**config.mk**
```make
export PLATFORM = sky130hd
export DESIGN_NAME = square_bcd_conv
export DESIGN_NICKNAME = d
export VERILOG_FILES = /design/src/rtl/square_bcd_conv.sv
export SDC_FILE = /design/constraint.sdc
export NUM_CORES = 1
export LEC_CHECK = 0
export ABC_AREA = 0
export BUFFER_PORTS_ARGS = -buffer_cell sky130_fd_sc_hd__buf_2
export CAP_MARGIN = 30
export CORE_AREA = 2 2 61 85
export CTS_CLUSTER_DIAMETER = 30
export DETAILED_ROUTE_END_ITERATION = 8
export DIE_AREA = 0 0 63 87
export PLACE_DENSITY_LB_ADDON = 0.25
export SLEW_MARGIN = 25
export SYNTH_ARGS = -nofsm -noshare
export SYNTH_HDL_FRONTEND = slang
export SYNTH_SLANG_ARGS = --single-unit
```
**constraint.sdc**
```tcl
create_clock -name clk -period 1.44 [get_ports clk]
set_input_delay 0.432 -clock clk [delete_from_list [all_inputs] [get_ports clk]]
set_output_delay 0.432 -clock clk [all_outputs]
set_load 0.01 [all_outputs]
```
**src/rtl/square_bcd_conv.sv**
```systemverilog
// Sequential binary-to-BCD converter (double dabble), one binary bit per clock.
// Valid/ready input handshake, single-cycle completion pulse on out_valid.
module square_bcd_conv #(
  parameter int unsigned WIDTH  = 8,
  parameter int unsigned DIGITS = 3
) (
  input  logic                  clk,
  input  logic                  rst_n,
  input  logic                  in_valid,
  output logic                  in_ready,
  input  logic [WIDTH-1:0]      in_data,
  output logic                  busy,
  output logic                  out_valid,
  output logic [4*DIGITS-1:0]   out_bcd
);

  localparam int unsigned BCD_W = 4 * DIGITS;
  localparam int unsigned CNT_W = $clog2(WIDTH) + 1;

  typedef enum logic [0:0] {
    IDLE = 1'b0,
    CONV = 1'b1
  } state_t;

  state_t               state;
  state_t               state_nxt;
  logic [WIDTH-1:0]     bin_reg;
  logic [BCD_W-1:0]     bcd_reg;
  logic [CNT_W-1:0]     count;
  logic [BCD_W-1:0]     bcd_adj_c;
  logic [BCD_W+WIDTH-1:0] shifted_c;
  logic                 last_c;
  logic                 accept_c;
  logic                 in_ready_nxt;
  logic                 busy_nxt;
  logic                 out_valid_nxt;

  assign last_c   = (count == CNT_W'(WIDTH - 1));
  assign accept_c = (state == IDLE) && in_valid;

  // Add-3 correction of every digit from current values, then one-bit shift
  always_comb begin
    bcd_adj_c = bcd_reg;
    for (int d = 0; d < int'(DIGITS); d++) begin
      if (bcd_reg[4*d +: 4] >= 4'd5) begin
        bcd_adj_c[4*d +: 4] = bcd_reg[4*d +: 4] + 4'd3;
      end
    end
    shifted_c = {bcd_adj_c, bin_reg} << 1;
  end

  // State register
  always_ff @(posedge clk) begin
    if (!rst_n) begin
      state <= IDLE;
    end else begin
      state <= state_nxt;
    end
  end

  // Next-state logic
  always_comb begin
    state_nxt = state;
    case (state)
      IDLE:    if (in_valid) state_nxt = CONV;
      CONV:    if (last_c)   state_nxt = IDLE;
      default: state_nxt = IDLE;
    endcase
  end

  // Output decode; flags registered so they track the state register
  always_comb begin
    in_ready_nxt  = 1'b0;
    busy_nxt      = 1'b0;
    out_valid_nxt = 1'b0;
    case (state_nxt)
      IDLE:    in_ready_nxt = 1'b1;
      CONV:    busy_nxt     = 1'b1;
      default: in_ready_nxt = 1'b1;
    endcase
    if ((state == CONV) && last_c) begin
      out_valid_nxt = 1'b1;
    end
  end

  always_ff @(posedge clk) begin
    if (!rst_n) begin
      in_ready  <= 1'b1;
      busy      <= 1'b0;
      out_valid <= 1'b0;
    end else begin
      in_ready  <= in_ready_nxt;
      busy      <= busy_nxt;
      out_valid <= out_valid_nxt;
    end
  end

  // Datapath: work registers and result holding register
  always_ff @(posedge clk) begin
    if (!rst_n) begin
      bin_reg <= '0;
      bcd_reg <= '0;
      count   <= '0;
      out_bcd <= '0;
    end else if (accept_c) begin
      bin_reg <= in_data;
      bcd_reg <= '0;
      count   <= '0;
    end else if (state == CONV) begin
      bin_reg <= shifted_c[WIDTH-1:0];
      bcd_reg <= shifted_c[BCD_W+WIDTH-1:WIDTH];
      count   <= count + CNT_W'(1);
      if (last_c) begin
        out_bcd <= shifted_c[BCD_W+WIDTH-1:WIDTH];
      end
    end
  end

endmodule

```
==> run_summary.xml <==
<?xml version="1.0" encoding="UTF-8"?>
<metrics>
  <group name="finish">
    <metric name="final-seq-area" unit="sq um">787</metric>
    <metric name="layout_cell_share_with_drive_strength_beyond_1" unit="%">37.2</metric>
    <metric name="diodes" unit="">0</metric>
    <metric name="mostFrequentLayoutCell" unit="">sky130_fd_sc_hd__dfxtp_1</metric>
    <metric name="flow.area_growth_from_synthesis" unit="%">27.2</metric>
    <metric name="layout.cells.most_common_list" unit="">sky130_fd_sc_hd__dfxtp_1 (34), sky130_fd_sc_hd__nand2_1 (27), sky130_fd_sc_hd__buf_2 (25), sky130_fd_sc_hd__buf_4 (16), sky130_fd_sc_hd__o21ai_0 (14)</metric>
    <metric name="final_core_util" unit="%">48.7</metric>
    <metric name="finalInstanceArea" unit="sq um">2320</metric>
    <metric name="fillerInstances" unit="">465</metric>
    <metric name="nNetsFinal" unit="">259</metric>
    <metric name="multi_input_area" unit="sq um">1010</metric>
    <metric name="final_cells" unit="">306</metric>
  </group>
  <group name="detailed_routing">
    <metric name="vias" unit="">1450</metric>
    <metric name="dr.pass1.iters" unit="">4</metric>
    <metric name="met2_length" unit="microns">1770</metric>
    <metric name="detailedRoute.firstIterationViolations" unit="">28</metric>
    <metric name="top_signal_layer_used" unit="">met4</metric>
    <metric name="dr_wl_met3" unit="microns">106</metric>
    <metric name="routed_wirelength" unit="microns">3410</metric>
    <metric name="avgViaCountPerCell" unit="">4.74</metric>
    <metric name="post_detailed_route_drc_marker_count" unit="">0</metric>
    <metric name="route.layer.met1.wl" unit="microns">1470</metric>
    <metric name="route.antenna.remaining_nets" unit="">0</metric>
    <metric name="routed_wire_length_per_instance" unit="microns">11.2</metric>
  </group>
  <group name="status">
    <metric name="run_status" unit="">finished clean</metric>
  </group>
  <group name="pwr">
    <metric name="peakVddDrop" unit="uV">392</metric>
    <metric name="power.leakage" unit="nW">0.957</metric>
    <metric name="total_power" unit="mW">2.24</metric>
    <metric name="power.density_cell_area" unit="nW/um^2">968</metric>
  </group>
  <group name="die">
    <metric name="floorplan_row_count" unit="">30</metric>
    <metric name="die_area" unit="sq um">5480</metric>
    <metric name="die_h" unit="microns">87</metric>
    <metric name="starting_density" unit="%">38.3</metric>
    <metric name="dieWidth" unit="microns">63</metric>
    <metric name="floorplan.core_area" unit="sq um">4770</metric>
    <metric name="io_pins" unit="">26</metric>
  </group>
  <group name="clocking">
    <metric name="worst_skew_pair.late_latency" unit="ns">0.30</metric>
    <metric name="cts_buffers" unit="">5</metric>
    <metric name="cell_at_the_root_of_the_clock_tree" unit="">sky130_fd_sc_hd__clkbuf_8</metric>
    <metric name="tritoncts" unit="">built</metric>
    <metric name="post-cts-setup-buffer-count" unit="">0</metric>
    <metric name="cts-root-to-sink-buffers" unit="">2</metric>
    <metric name="numClockSinks" unit="">39</metric>
    <metric name="htree_levels" unit="">2</metric>
    <metric name="clock_input_transition_at_the_sequential_cells_of_the_worst_setup_and_hold_paths" unit="ns">0.08</metric>
  </group>
  <group name="yosys">
    <metric name="synth.lib_cells_used.distinct" unit="">36</metric>
    <metric name="synth_seq_cells" unit="">39</metric>
    <metric name="postSynth.topFlopCell" unit="">sky130_fd_sc_hd__dfxtp_1</metric>
    <metric name="synthesis.instances" unit="">201</metric>
    <metric name="avg_inst_size_synth" unit="sq um">9.08</metric>
    <metric name="syn-cell-area" unit="sq um">1820</metric>
    <metric name="synth-async-reset-ratio" unit="%">0</metric>
    <metric name="synth_sequential_area_ratio" unit="%">42.8</metric>
    <metric name="yosysWarningCount" unit="">0</metric>
    <metric name="synth_fp_nets" unit="">219</metric>
    <metric name="synth_enable_flop_cells" unit="">0</metric>
  </group>
  <group name="grt">
    <metric name="grt_pass1_wl" unit="microns">5800</metric>
    <metric name="grt_antenna_before_repair" unit="">0</metric>
    <metric name="grt_max_degree" unit="">27</metric>
    <metric name="via_count_of_the_first_global_routing_pass" unit="">1387</metric>
    <metric name="gr-total-overflow" unit="">0</metric>
    <metric name="grt_util_all_layers" unit="%">13.6</metric>
  </group>
  <group name="timing">
    <metric name="tns" unit="ns">0</metric>
    <metric name="timing.clock.skew" unit="ns">0.0134</metric>
    <metric name="final-setup-viol-count" unit="">0</metric>
    <metric name="post-route-min-period" unit="ns">1.39</metric>
    <metric name="final_hold_viol_count" unit="">0</metric>
    <metric name="final_critical_path_setup_slack" unit="ns">0.0499</metric>
    <metric name="final-max-slew-violation-count" unit="">0</metric>
    <metric name="post-route-period-util" unit="%">96.5</metric>
    <metric name="maxSlewHeadroom" unit="%">80.3</metric>
    <metric name="hold_ws" unit="ns">0.451</metric>
    <metric name="worst_slew_pin_slew" unit="ns">0.295</metric>
    <metric name="max_clock_freq" unit="MHz">719</metric>
  </group>
  <group name="place">
    <metric name="detailed_place.area" unit="sq um">2120</metric>
    <metric name="place_ws" unit="ns">-0.0163</metric>
    <metric name="detail_placement_hpwl" unit="microns">2450</metric>
    <metric name="post-place-cells" unit="">298</metric>
    <metric name="gp_congestion" unit="">0.793</metric>
    <metric name="port_buffers" unit="">25</metric>
  </group>
  <group name="worst_setup_path">
    <metric name="cp_slowest_cell" unit="">sky130_fd_sc_hd__dfxtp_2</metric>
    <metric name="worstPathArrival" unit="ns">1.63</metric>
    <metric name="cp_max_fo" unit="">3</metric>
    <metric name="cp-end-kind" unit="">flip-flop</metric>
    <metric name="type_of_origin_of_the_critical_path" unit="">flip-flop</metric>
    <metric name="timing.critical_path.cells" unit="">inv_2 -&gt; ha_2 -&gt; nand2b_4 -&gt; a21oi_4 -&gt; mux2_4 -&gt; o21ai_2</metric>
    <metric name="crit_required" unit="ns">1.68</metric>
    <metric name="timing.critical_path.slowest_cell_delay" unit="ns">0.34</metric>
    <metric name="critical_path_class" unit="">flip-flop to flip-flop</metric>
  </group>
  <group name="flow_run">
    <metric name="cap_viol_max_count" unit="">0</metric>
  </group>
  <group name="worst_hold_path">
    <metric name="hold_path_class" unit="">flip-flop to flip-flop</metric>
  </group>
</metrics>
[worst max-delay path: cells and delay by family (launching register included)]
kind                       cells  cell delay [ns]
adders and majority gates      1             0.17
and+or+nand+nor                1             0.15
AOI/OAI and AO/OA              2             0.30
buffers and inverters          1             0.05
muxes                          1             0.32
DFF                            1             0.34
[power by group]
part | leakage, nW | internal, mW | switching (mW)
registers | 0.319 | 1.10 | 0.0185
clock network | 0.0581 | 0.516 | 0.393
logic | 0.580 | 0.104 | 0.110
[synthesized netlist by cell type (all sizes together), types with 3 or more instances]
master	instances	area, sq um
nand2b	6	37.5
ha	7	87.6
o21ai	27	180
nand3	3	15.0
xnor2	4	35.0
a21oi	13	76.3
and2	7	43.8
nor2b	3	26.3
mux2i	11	110
nor3b	4	30.0
buf	9	61.3
dfxtp	39	781
nand2	28	108
inv	11	41.3
nor2	9	33.8
o22ai	3	18.8
[final timing paths]
check                     end  slack, ns  depth (start not counted)         from
setup reg to reg   out_bcd[6]       0.05                          6   bcd_reg[5]
setup / recovery   out_bcd[6]       0.05                          6   bcd_reg[5]
hold reg to reg   out_bcd[11]       0.45                          2  out_bcd[11]
hold / removal    out_bcd[11]       0.45                          2  out_bcd[11]
[per-layer routing]
layer / vias to the layer above / global-route usage (%)
li1: 760 / -
met1: 665 / 14.4
met2: 18 / 24.5
met3: 7 / 3.88
met4: 0 / 6.67
met5: - / 0
[kinds of logic after synthesis]
group,after synthesis,share of synthesized area [%]
AOI/OAI and AO/OA,51,18.7
xor gates and xnor gates,6,2.88
adders and majority gates,7,4.80
buffers and inverters,21,5.83
DFF,39,42.8
muxes,13,7.27
and+or+nand+nor,64,17.8
[timing repair]
item	in CTS	in global routing
pin swaps	1	6
resized for setup	3	20
hold buffers	0	0
setup endpoints to repair	2	11
[area by class of cell]
cell class,count,area share [%]
Multi-Input combinational cell,141,43.7
Sequential cell,39,33.9
Timing Repair Buffer,43,12.3
Tap cell,64,3.45
Clock buffer,5,2.97
Clock inverter,3,1.89
Inverter,11,1.78
No activity file was read; power rests on OpenSTA's default activity.
